$ cat src/rtl/memory_word_access_unit_pkg.sv
// rtl/memory_word_access_unit_pkg.sv - shared state encoding and width constants for the word access unit
package memory_word_access_unit_pkg;

  typedef enum logic [1:0] {
    ST_IDLE = 2'b00,
    ST_LO   = 2'b01,
    ST_HI   = 2'b10,
    ST_FIN  = 2'b11
  } mwau_state_e;

  localparam int MEM_LATENCY_MAX = 4;
  localparam int BYTE_W          = 8;
  localparam int WORD_W          = 16;
  localparam int CNT_W           = $clog2(MEM_LATENCY_MAX);

endpackage

$ cat src/rtl/memory_word_access_unit_if.sv
// rtl/memory_word_access_unit_if.sv - control handshake and byte memory bus of the word access unit
// MWAU_ALIGN_CHECK_EN adds the align_err status signal.
interface memory_word_access_unit_if #(
  parameter int ADDR_WIDTH = 16
);
  import memory_word_access_unit_pkg::*;

  logic                  start;
  logic                  write;
  logic [ADDR_WIDTH-1:0] addr;
  logic [WORD_W-1:0]     wdata;
  logic                  busy;
  logic                  done;
  logic [WORD_W-1:0]     rdata;
  logic [ADDR_WIDTH-1:0] mem_addr;
  logic [BYTE_W-1:0]     mem_data_out;
  logic [BYTE_W-1:0]     mem_data_in;
  logic                  mem_cs;
  logic                  mem_wr;
`ifdef MWAU_ALIGN_CHECK_EN
  logic                  align_err;

  modport master (
    output start, write, addr, wdata, mem_data_in,
    input  busy, done, rdata, mem_addr, mem_data_out, mem_cs, mem_wr, align_err
  );

  modport slave (
    input  start, write, addr, wdata, mem_data_in,
    output busy, done, rdata, mem_addr, mem_data_out, mem_cs, mem_wr, align_err
  );
`else
  modport master (
    output start, write, addr, wdata, mem_data_in,
    input  busy, done, rdata, mem_addr, mem_data_out, mem_cs, mem_wr
  );

  modport slave (
    input  start, write, addr, wdata, mem_data_in,
    output busy, done, rdata, mem_addr, mem_data_out, mem_cs, mem_wr
  );
`endif

endinterface

$ cat src/rtl/mwau_wait_counter.sv
// rtl/mwau_wait_counter.sv - per-byte memory latency down-counter, zero flag marks the last wait cycle
module mwau_wait_counter
  import memory_word_access_unit_pkg::*;
#(
  parameter int MEM_LATENCY = 1
) (
  input  logic clk,
  input  logic rst,
  input  logic load,
  input  logic en,
  output logic zero
);

  localparam logic [CNT_W-1:0] LOAD_VAL = CNT_W'(MEM_LATENCY - 1);

  logic [CNT_W-1:0] cnt;

  always_ff @(posedge clk or posedge rst) begin
    if (rst) begin
      cnt <= '0;
    end else if (load) begin
      cnt <= LOAD_VAL;
    end else if (en && !zero) begin
      cnt <= cnt - CNT_W'(1);
    end
  end

  assign zero = (cnt == '0);

endmodule

$ cat src/rtl/memory_word_access_unit.sv
// rtl/memory_word_access_unit.sv - 16-bit word read/write over an 8-bit memory as two little-endian byte accesses
// MWAU_ALIGN_CHECK_EN rejects odd word addresses with an align_err pulse.
module memory_word_access_unit
  import memory_word_access_unit_pkg::*;
#(
  parameter int ADDR_WIDTH  = 16,
  parameter int MEM_LATENCY = 1
) (
  input  logic                         clk,
  input  logic                         rst,
  memory_word_access_unit_if.slave     bus
);

  mwau_state_e           state, nxt;
  logic [ADDR_WIDTH-1:0] addr_q;
  logic [WORD_W-1:0]     wdata_q;
  logic                  write_q;
  logic [BYTE_W-1:0]     stage_lo;
  logic [WORD_W-1:0]     rdata_q;
  logic                  accept;
  logic                  misaligned;
  logic                  cnt_load;
  logic                  cnt_en;
  logic                  cnt_zero;
  logic                  align_q;

`ifdef MWAU_ALIGN_CHECK_EN
  assign misaligned = bus.addr[0];
`else
  assign misaligned = 1'b0;
`endif

  mwau_wait_counter #(.MEM_LATENCY(MEM_LATENCY)) u_wait (
    .clk  (clk),
    .rst  (rst),
    .load (cnt_load),
    .en   (cnt_en),
    .zero (cnt_zero)
  );

  always_ff @(posedge clk or posedge rst) begin
    if (rst) state <= ST_IDLE;
    else     state <= nxt;
  end

  // The same counter is reloaded on entry to LO and again on entry to HI.
  always_comb begin
    nxt      = state;
    accept   = 1'b0;
    cnt_load = 1'b0;
    cnt_en   = 1'b0;
    case (state)
      ST_IDLE: begin
        if (bus.start && !misaligned) begin
          accept   = 1'b1;
          cnt_load = 1'b1;
          nxt      = ST_LO;
        end
      end
      ST_LO: begin
        cnt_en = 1'b1;
        if (cnt_zero) begin
          cnt_load = 1'b1;
          nxt      = ST_HI;
        end
      end
      ST_HI: begin
        cnt_en = 1'b1;
        if (cnt_zero) nxt = ST_FIN;
      end
      default: nxt = ST_IDLE;
    endcase
  end

  always_ff @(posedge clk or posedge rst) begin
    if (rst) begin
      addr_q   <= '0;
      wdata_q  <= '0;
      write_q  <= 1'b0;
      stage_lo <= '0;
      rdata_q  <= '0;
      align_q  <= 1'b0;
    end else begin
      align_q <= (state == ST_IDLE) && bus.start && misaligned;
      if (accept) begin
        addr_q  <= bus.addr;
        wdata_q <= bus.wdata;
        write_q <= bus.write;
      end
      if (state == ST_LO && cnt_zero && !write_q) stage_lo <= bus.mem_data_in;
      // Both bytes land together so rdata never shows a half-updated word.
      if (state == ST_HI && cnt_zero && !write_q) rdata_q <= {bus.mem_data_in, stage_lo};
    end
  end

  always_comb begin
    bus.mem_cs       = 1'b0;
    bus.mem_wr       = 1'b0;
    bus.mem_addr     = '0;
    bus.mem_data_out = '0;
    case (state)
      ST_LO: begin
        bus.mem_cs       = 1'b1;
        bus.mem_wr       = write_q;
        bus.mem_addr     = addr_q;
        bus.mem_data_out = wdata_q[BYTE_W-1:0];
      end
      ST_HI: begin
        bus.mem_cs       = 1'b1;
        bus.mem_wr       = write_q;
        bus.mem_addr     = addr_q + ADDR_WIDTH'(1);
        bus.mem_data_out = wdata_q[WORD_W-1:BYTE_W];
      end
      default: ;
    endcase
  end

  assign bus.busy  = (state != ST_IDLE);
  assign bus.done  = (state == ST_FIN) || align_q;
  assign bus.rdata = rdata_q;
`ifdef MWAU_ALIGN_CHECK_EN
  assign bus.align_err = align_q;
`endif

endmodule

$ cat src/flat_wrapper.sv
// flat-port wrapper written by rule: the top's interface ports become plain ports
module memory_word_access_unit_flat import memory_word_access_unit_pkg::*;
#(
  parameter int ADDR_WIDTH  = 16,
  parameter int MEM_LATENCY = 1
)
  (clk, rst, bus_start, bus_write, bus_addr, bus_wdata, bus_mem_data_in, bus_busy, bus_done, bus_rdata, bus_mem_addr, bus_mem_data_out, bus_mem_cs, bus_mem_wr);
  memory_word_access_unit_if #(.ADDR_WIDTH(ADDR_WIDTH)) bus_i ();
  input  logic clk;
  input  logic rst;
  input wire logic [$bits(bus_i.start)-1:0] bus_start;
  input wire logic [$bits(bus_i.write)-1:0] bus_write;
  input wire logic [$bits(bus_i.addr)-1:0] bus_addr;
  input wire logic [$bits(bus_i.wdata)-1:0] bus_wdata;
  input wire logic [$bits(bus_i.mem_data_in)-1:0] bus_mem_data_in;
  output wire logic [$bits(bus_i.busy)-1:0] bus_busy;
  output wire logic [$bits(bus_i.done)-1:0] bus_done;
  output wire logic [$bits(bus_i.rdata)-1:0] bus_rdata;
  output wire logic [$bits(bus_i.mem_addr)-1:0] bus_mem_addr;
  output wire logic [$bits(bus_i.mem_data_out)-1:0] bus_mem_data_out;
  output wire logic [$bits(bus_i.mem_cs)-1:0] bus_mem_cs;
  output wire logic [$bits(bus_i.mem_wr)-1:0] bus_mem_wr;
  assign bus_i.start = bus_start;
  assign bus_i.write = bus_write;
  assign bus_i.addr = bus_addr;
  assign bus_i.wdata = bus_wdata;
  assign bus_i.mem_data_in = bus_mem_data_in;
  assign bus_busy = bus_i.busy;
  assign bus_done = bus_i.done;
  assign bus_rdata = bus_i.rdata;
  assign bus_mem_addr = bus_i.mem_addr;
  assign bus_mem_data_out = bus_i.mem_data_out;
  assign bus_mem_cs = bus_i.mem_cs;
  assign bus_mem_wr = bus_i.mem_wr;
  memory_word_access_unit #(.ADDR_WIDTH(ADDR_WIDTH), .MEM_LATENCY(MEM_LATENCY)) u_core (.clk(clk), .rst(rst), .bus(bus_i));
endmodule
$ cat config.mk
export PLATFORM = sky130hd
export DESIGN_NAME = memory_word_access_unit_flat
export DESIGN_NICKNAME = d
export VERILOG_FILES = /design/src/rtl/memory_word_access_unit_pkg.sv /design/src/rtl/memory_word_access_unit_if.sv /design/src/rtl/mwau_wait_counter.sv /design/src/rtl/memory_word_access_unit.sv /design/src/flat_wrapper.sv
export SDC_FILE = /design/constraint.sdc
export NUM_CORES = 1
export LEC_CHECK = 0
export ABC_CLOCK_PERIOD_IN_PS = 5400
export CORE_ASPECT_RATIO = 0.7
export CORE_MARGIN = 1.5
export CORE_UTILIZATION = 51
export DETAILED_ROUTE_END_ITERATION = 10
export PLACE_DENSITY_LB_ADDON = 0.15
export SLEW_MARGIN = 20
export SYNTH_ARGS = -nofsm -noshare
export SYNTH_HDL_FRONTEND = slang
export SYNTH_SLANG_ARGS = --single-unit
$ cat constraint.sdc
create_clock -name clk -period 5.4 [get_ports clk]
set_input_delay 1.08 -clock clk [delete_from_list [all_inputs] [get_ports clk]]
set_output_delay 1.08 -clock clk [all_outputs]
set_load 0.05 [all_outputs]
==> impl_metrics.toml, run 1 <==
[grt]
grt-ovfl-total = 0
busiest_layer = "met2"
groute.layer.met3.usage = 0.0633
grt_pass1_wl_um = 10800
use_met2 = 0.340
grt_pass1_vias = 2196
antenna_found_initial = 0
grt_max_degree = 62
track_usage = 0.221
grt_use_met1 = 0.308

[clock_network]
cts_hold_buf = 0
cts_buffers = 9
clk_pin_slew_ns = 0.07
clock_sink_count = 61
h-tree-depth = 3
root_buffer = "clkbuf_8"
cts_tree = "done"
post_cts_buffers = 0
post_cts_resized = 0
cts_max_path_buffers = 2
worstSkewPairLatency_ns = 0.34

[floorplan]
num_rows = 23
initial_core_util = 0.532
io_pins = 88
die-area_mm2 = 0.00649
coreArea_mm2 = 0.00576
die_w_um = 95.6
die_h_um = 67.9

[timing]
setup_violations = 0
finalHoldViolations = 0
maxSlewHeadroom = 0.442
fmax_mhz = 235
slew_viol_final = 0
layout_min_cycle_time_ns = 4.25
tns_ns = 0
tightestPinTransition_ns = 0.837
rsz0062_at_grt = "false"
fin_skew_ns = 0.0152
final.period_utilization = 0.788

[hold_path]
hold_path.class = "flip-flop to flip-flop"
hold_start = "u_core.bus.rdata[2]"

[detailed_routing]
vias_per_cell = 5.44
dr_total_vias = 2316
post-route-drc-count = 0
wl_per_cell_um = 15.9
wirelength_um = 6760
drtIter0Drc = 146
dr.pass1.iters = 4
detail-route-antenna-nets = 0

[run]
maxCapViolCount = 0

[synth]
synth.area.top_cells = "dfrtp_1, mux2_2, a22oi_1"
synth_seq_cells = 61
synthCells = 263
syn_area_per_cell_um2 = 11.7
ys_warn_count = 0
ys_seq_area_frac = 0.498
synth_cell_types = 35
synth.top_cell.area_share = 0.498
synth_nets = 313
yosysTopAreaCell = "dfrtp_1"
syn_area_mm2 = 0.00306
synth_edf_count = 0
async_flop_share = 1.00
ys.flop_type = "dfrtp_1"

[worst_setup_path]
worst-setup-path-type = "flip-flop to output pin"
cp-end-kind = "output pin"
crit_start = "u_core.state[0]"
start_kind = "flip-flop"
cp.arrival_ns = 3.17
crit_required_ns = 4.32
cp_cell_sequence = "inv_1 > ha_1 > nand2_2 > nor4_1 > nor2_1 > a31oi_1 > clkdlybuf4s50_1"
max_stage_delay_ns = 0.82
timing.rr.start = "u_core.state[0]"
worstPathMaxFanout = 23
crit_path_top_delay_cell = "clkdlybuf4s50_1"

[final_layout]
drive_above_1_share = 0.228
layout_commonest_cell = "clkdlybuf4s50_1"
nets = 396
antenna_cells = 0
final_cell_mix = "clkdlybuf4s50_1, dfrtp_1, mux2_2, nand2_1, o21ai_0"
fillerInstances = 423
area_growth_pct = 34.4

[run_status]
status = "complete, no violations"

[place]
place.gp.congestion = 0.877
hpwl_um = 4770
portBuffers = 87
-- routing by layer --
| layer | share of wire | wire length (µm) | up-vias |
|---|---|---|---|
| met1 | 0.49 | 3290 | 1132 |
| li1 | - | - | 1116 |
| met2 | 0.45 | 3060 | 64 |
| met5 | 0 | 0 | - |
| met4 | 0.0056 | 38 | 0 |
| met3 | 0.055 | 375 | 4 |
-- path summary, 6_finish.rpt --
kind / endpoint / slack (ns) / cells past startpoint
min in group asynchronous: u_core.bus.rdata[9] / 1.25 / 3
max: bus_mem_addr[11] / 1.15 / 7
max reg2reg: u_core.bus.rdata[13] / 3.20 / 4
min: u_core.bus.rdata[2] / 0.51 / 1
min reg2reg: u_core.bus.rdata[2] / 0.51 / 1
max in group asynchronous: u_core.addr_q[6] / 3.60 / 3
-- layout make-up --
class	count	area, µm²	share of cell area
inverters	8	30.0	0.00729
repair buffers	89	886	0.215
well taps	75	93.8	0.0228
multi-input cells	177	1410	0.342
flip-flops and latches	61	1530	0.371
clock buffers	10	128	0.0310
clock inverters	6	46.3	0.0112
-- critical path, delay by kind of cell (launching register included) --
family / cells / cell delay [ns]
and+or+nand+nor: 3 / 0.67
DFF: 1 / 0.41
AOI/OAI and AO/OA: 1 / 0.13
buffers and inverters: 2 / 0.91
adders and majority gates: 1 / 0.71
-- cell usage after synthesis (5+ instances only) --
| cell type | n |
|---|---|
| and2_1 | 6 |
| nand4_1 | 6 |
| ha_1 | 6 |
| a22oi_1 | 10 |
| o21ai_0 | 14 |
| nor2b_1 | 10 |
| dfrtp_1 | 61 |
| buf_2 | 7 |
| a21oi_1 | 5 |
| inv_1 | 8 |
| mux2_2 | 59 |
| nand2_1 | 15 |
| buf_4 | 5 |
| nand3_1 | 6 |
| a31oi_1 | 7 |
| nor2_1 | 5 |
-- registers in the layout, summed over array words and instances (netlist names) --
register / flops
u_core.write_q: 1
u_core.bus.rdata: 16
u_core.wdata_q: 16
u_core.stage_lo: 8
u_core.u_wait.cnt: 2
u_core.addr_q: 16
u_core.state: 2
-- per-stage QoR --
stage	setup WS, ns	instance area (µm²)	util	hold slack, ns	instances
2_1_floorplan	1.38	3060	-	0.475	263
3_3_place_gp	1.61	3950	0.685	0.482	410
3_5_place_dp	1.50	3950	0.685	0.490	410
4_1_cts	1.12	4120	0.716	0.508	426
5_1_grt	0.905	4120	0.716	0.527	426
6_report	1.15	4120	0.716	0.506	426
-- cell families (layout without fill, tap and decap cells) --
group | Yosys count | in the layout | synth area share
flops | 61 | 61 | 0.498
simple gates | 63 | 63 | 0.114
xor+xnor | 2 | 2 | 0.00572
compound gates | 44 | 44 | 0.0894
buf+inv | 25 | 113 | 0.0421
fa+ha+maj | 6 | 6 | 0.0245
mux | 62 | 62 | 0.227
Power of run 1 is not shown: default switching activity piles up to over one toggle a cycle in this logic, so the estimate is an artifact.
==> run 2: changes to the inputs <==
--- a/config.mk
+++ b/config.mk
@@ -5,10 +5,10 @@
 export SDC_FILE = /design/constraint.sdc
 export NUM_CORES = 1
 export LEC_CHECK = 0
-export ABC_CLOCK_PERIOD_IN_PS = 5400
+export ABC_CLOCK_PERIOD_IN_PS = 4300
 export CORE_ASPECT_RATIO = 0.7
 export CORE_MARGIN = 1.5
-export CORE_UTILIZATION = 51
+export CORE_UTILIZATION = 48
 export DETAILED_ROUTE_END_ITERATION = 10
 export PLACE_DENSITY_LB_ADDON = 0.15
 export SLEW_MARGIN = 20
==> constraint.sdc (replaced) <==
create_clock -name clk -period 4.3 [get_ports clk]
set_input_delay 0.86 -clock clk [delete_from_list [all_inputs] [get_ports clk]]
set_output_delay 0.86 -clock clk [all_outputs]
set_load 0.05 [all_outputs]
==> impl_metrics.toml, run 2 (same netlist as run 1, synthesis figures left out) <==
[clock_network]
post_cts_resized = 0
cts_tree = "done"
root_buffer = "clkbuf_8"
worstSkewPairLatency_ns = 0.33
clk_pin_slew_ns = 0.07
clock_sink_count = 61
cts_max_path_buffers = 2
cts_buffers = 9
h-tree-depth = 3
cts_hold_buf = 0
post_cts_buffers = 0

[grt]
groute.layer.met3.usage = 0.0696
track_usage = 0.214
antenna_found_initial = 0
grt-ovfl-total = 0
busiest_layer = "met2"
use_met2 = 0.309
grt_use_met1 = 0.304
grt_pass1_wl_um = 11700
grt_max_degree = 33
grt_pass1_vias = 2395

[final_layout]
final_cell_mix = "clkdlybuf4s50_1, dfrtp_1, mux2_2, nand2_1, o21ai_0"
drive_above_1_share = 0.229
nets = 399
layout_commonest_cell = "clkdlybuf4s50_1"
antenna_cells = 0
area_growth_pct = 36.4
fillerInstances = 476

[floorplan]
io_pins = 88
num_rows = 24
initial_core_util = 0.495
die-area_mm2 = 0.00688
die_h_um = 69.8
die_w_um = 98.5
coreArea_mm2 = 0.00619

[timing]
rsz0062_at_grt = "false"
tns_ns = 0
fin_skew_ns = 0.00708
layout_min_cycle_time_ns = 3.67
maxSlewHeadroom = 0.558
setup_violations = 0
final.period_utilization = 0.853
fmax_mhz = 273
tightestPinTransition_ns = 0.662
finalHoldViolations = 0
slew_viol_final = 0

[detailed_routing]
dr_total_vias = 2355
drtIter0Drc = 102
vias_per_cell = 5.45
wirelength_um = 6670
wl_per_cell_um = 15.4
post-route-drc-count = 0
detail-route-antenna-nets = 0
dr.pass1.iters = 4

[worst_setup_path]
start_kind = "flip-flop"
crit_required_ns = 3.44
worstPathMaxFanout = 13
cp-end-kind = "output pin"
worst-setup-path-type = "flip-flop to output pin"
cp.arrival_ns = 2.81

[place]
portBuffers = 87
place.gp.congestion = 0.850
hpwl_um = 4760

[hold_path]
hold_path.class = "flip-flop to flip-flop"

[run_status]
status = "complete, no violations"

[run]
maxCapViolCount = 0
==> run 2: worst paths after layout <==
| kind | start | end | slack [ns] | depth (start not counted) |
|---|---|---|---|---|
| max in group asynchronous | rst | u_core.addr_q[8] | 2.49 | 3 |
| hold / removal | u_core.stage_lo[4] | u_core.bus.rdata[4] | 0.50 | 1 |
| setup / recovery | u_core.state[0] | bus_mem_addr[5] | 0.63 | 7 |
| min in group asynchronous | rst | u_core.bus.rdata[4] | 0.95 | 2 |
| setup reg to reg | u_core.state[0] | u_core.wdata_q[11] | 2.25 | 5 |
| hold reg to reg | u_core.stage_lo[4] | u_core.bus.rdata[4] | 0.50 | 1 |
==> run 2: final cells by class <==
class,count,area [µm²],share of cell area
sequential,61,1530,0.365
multi-input combinational,177,1410,0.337
timing repair buffer,92,908,0.217
clock buffer,12,135,0.0323
tap,78,97.6,0.0234
clock inverter,4,72.6,0.0174
inverter,8,30.0,0.00719
==> run 2: stage by stage <==
stage	instance area (µm²)	hold slack [ns]	worst slack (ns)	utilization	cells
finish	4180	0.500	0.631	0.676	432
global route	4180	0.518	0.357	0.676	432
detailed placement	3970	0.492	0.961	0.642	416
floorplan	3060	0.475	0.502	-	263
CTS	4180	0.508	0.594	0.676	432
global placement	3970	0.482	1.02	0.642	416
==> run 2: routing by layer <==
metal,vias up,share of wire
li1,1116,-
met1,1153,0.48
met2,74,0.44
met3,12,0.068
met4,0,0.016
met5,-,0
==> run 2: critical path, stage by stage, from the launching register on <==
cell and delay, ns:
dfrtp_1 0.41, inv_1 0.10, ha_1 0.40, buf_4 0.27, a21boi_0 0.18, o21ai_0 0.09
a21boi_0 0.19, clkdlybuf4s50_1 0.84
Power of run 2 is left out for the same reason.
==> run 3: changes to the inputs <==
--- a/config.mk
+++ b/config.mk
@@ -10,8 +10,10 @@
 export CORE_MARGIN = 1.5
 export CORE_UTILIZATION = 48
 export DETAILED_ROUTE_END_ITERATION = 10
-export PLACE_DENSITY_LB_ADDON = 0.15
+export PLACE_DENSITY = 0.81
+export REMOVE_ABC_BUFFERS = 1
 export SLEW_MARGIN = 20
 export SYNTH_ARGS = -nofsm -noshare
 export SYNTH_HDL_FRONTEND = slang
+export SYNTH_HIERARCHICAL = 1
 export SYNTH_SLANG_ARGS = --single-unit
==> impl_metrics.toml, run 3 <==
[final_layout]
final_cell_mix = "clkdlybuf4s50_1, dfrtp_1, mux2_2, nand2_1, nor2_1"
layout_commonest_cell = "clkdlybuf4s50_1"
area.sequential_mm2 = 0.00153
drive_above_1_share = 0.235
antenna_cells = 0
multi_input_area_mm2 = 0.00140
area_growth_pct = 37.2
nets = 399
fillerInstances = 482

[clock_network]
post_cts_buffers = 0
h-tree-depth = 3
root_buffer = "clkbuf_8"
cts_tree = "done"
post_cts_resized = 0
cts_hold_buf = 0
cts_buffers = 9
cts_max_path_buffers = 2
clock_sink_count = 61
worstSkewPairLatency_ns = 0.34
clk_pin_slew_ns = 0.07

[synth]
yosys-top-cells-count = "dfrtp_1, mux2_2, nand2_1, nor2_1, inv_1"
synthAdderAreaFrac = 0.0288
synth.area.top_cells = "dfrtp_1, mux2_2, ha_1"
yosysTopAreaCell = "dfrtp_1"
syn_area_mm2 = 0.00304
yosys.area_share.xor_xnor = 0
synth_edf_count = 0
ys_warn_count = 6
ys_seq_area_frac = 0.503
synthCells = 260
synth_seq_cells = 61
async_flop_share = 1.00
synth.top_cell.area_share = 0.503
synth_top_family_by_area = "multiplexers"
synth.most_common_cell = "dfrtp_1"
syn_area_per_cell_um2 = 11.7
synth_compound_area_frac = 0.0981
ys.flop_type = "dfrtp_1"
synthSimpleGateAreaFrac = 0.109
synth_cell_types = 42
synthMuxAreaShare = 0.226

[timing]
fmax_mhz = 250
fin_skew_ns = 0.00893
tightestPinTransition_ns = 0.943
layout_min_cycle_time_ns = 4.01
finalHoldViolations = 0
tns_ns = 0
final.period_utilization = 0.932
slew_viol_final = 0
setup_violations = 0
maxSlewHeadroom = 0.370
rsz0062_at_grt = "false"

[grt]
grt-ovfl-total = 0
grt_max_degree = 47
grt_pass1_vias = 2350
antenna_found_initial = 0
track_usage = 0.219
grt_pass1_wl_um = 11600

[detailed_routing]
drtIter0Drc = 96
wl_per_cell_um = 16.1
detail-route-antenna-nets = 0
dr_total_vias = 2360
vias_per_cell = 5.48
dr.pass1.iters = 4
wirelength_um = 6930
post-route-drc-count = 0

[place]
hpwl_um = 4920
portBuffers = 87
place.gp.congestion = 0.891

[worst_setup_path]
cp-end-kind = "output pin"
crit_buf_inv = 3
worst-setup-path-type = "flip-flop to output pin"
r2r_slack_ns = 1.99
start_kind = "flip-flop"
crit_family = "buffers and inverters"
max_stage_delay_ns = 0.87
cp_cell_sequence = "inv_1 > ha_1 > clkinv_1 > nor2_1 > o21ai_1 > o41ai_1 > clkdlybuf4s50_1"
crit_path_top_delay_cell = "clkdlybuf4s50_1"
worstPathMaxFanout = 19
crit_required_ns = 3.44
cp.arrival_ns = 3.15

[floorplan]
die-area_mm2 = 0.00682
die_h_um = 69.5
initial_core_util = 0.493
num_rows = 24
coreArea_mm2 = 0.00616
die_w_um = 98.1
io_pins = 88

[run_status]
status = "complete, no violations"

[hold_path]
hold_path.class = "flip-flop to flip-flop"

[run]
maxCapViolCount = 0
## run 3: cell types whose count changed in the layout (fill, tap and decap cells not counted), sizes merged, moves of 3 or more
| cell | previous run | this run |
|---|---|---|
| a41oi | 0 | 4 |
| o21ai | 14 | 8 |
| nor2b | 10 | 3 |
| inv | 8 | 11 |
| nor4 | 3 | 0 |
| nor2 | 5 | 17 |
| a31oi | 7 | 4 |
| nand4 | 6 | 3 |
| and2 | 7 | 4 |
| clkinv | 1 | 4 |
## run 3: final timing paths
path	from	to	cells after the start
max	u_core/state[0]	bus_mem_addr[10]	7
min	u_core/bus.rdata[9]	u_core/bus.rdata[9]	1
max reg2reg	u_core/state[0]	u_core/bus.rdata[1]	5
min reg2reg	u_core/bus.rdata[9]	u_core/bus.rdata[9]	1
max in group asynchronous	rst	u_core/addr_q[11]	3
min in group asynchronous	rst	u_core/u_wait/cnt[1]	2
## run 3: worst register-to-register path: cells and delay by family (launching register included)
kind | cells | cell delay (ns)
adder cells (fa/ha/maj) | 1 | 0.48
buffers and inverters | 2 | 0.40
flip-flops | 1 | 0.43
multiplexers | 1 | 0.45
AND/OR/NAND/NOR | 1 | 0.44
## run 3: logic make-up (layout without fill, tap and decap cells)
kind of cell,after synthesis,in the layout
AND/OR/NAND/NOR,63,63
multiplexers,61,61
flip-flops,61,61
AO/OA/AOI/OAI,43,43
buffers and inverters,25,118
adder cells (fa/ha/maj),7,7
## run 3: layout make-up
type / instances / area share
Multi-Input combinational cell: 174 / 0.336
Inverter: 11 / 0.00991
Clock inverter: 6 / 0.0174
Timing Repair Buffer: 91 / 0.216
Tap cell: 78 / 0.0234
Sequential cell: 61 / 0.366
Clock buffer: 10 / 0.0306
## run 3: through the flow
| stage | setup WS, ns | cells | cell area (µm²) | utilization | hold slack, ns |
|---|---|---|---|---|---|
| 5_1_grt | 0.00864 | 431 | 4170 | 0.677 | 0.518 |
| 4_1_cts | 0.263 | 431 | 4170 | 0.677 | 0.508 |
| 3_5_place_dp | 0.668 | 415 | 3970 | 0.645 | 0.490 |
| 3_3_place_gp | 0.799 | 415 | 3970 | 0.645 | 0.482 |
| 6_report | 0.294 | 431 | 4170 | 0.677 | 0.506 |
| 2_1_floorplan | 0.385 | 246 | 2970 | - | 0.475 |
## run 3: per-layer routing
metal	GRT usage	up-vias	wire length, µm
met1	0.297	1134	3040
met4	0.0619	0	40
met2	0.328	103	3210
met5	0	-	0
met3	0.0837	5	639
li1	-	1118	-
Power of run 3 is left out for the same reason.
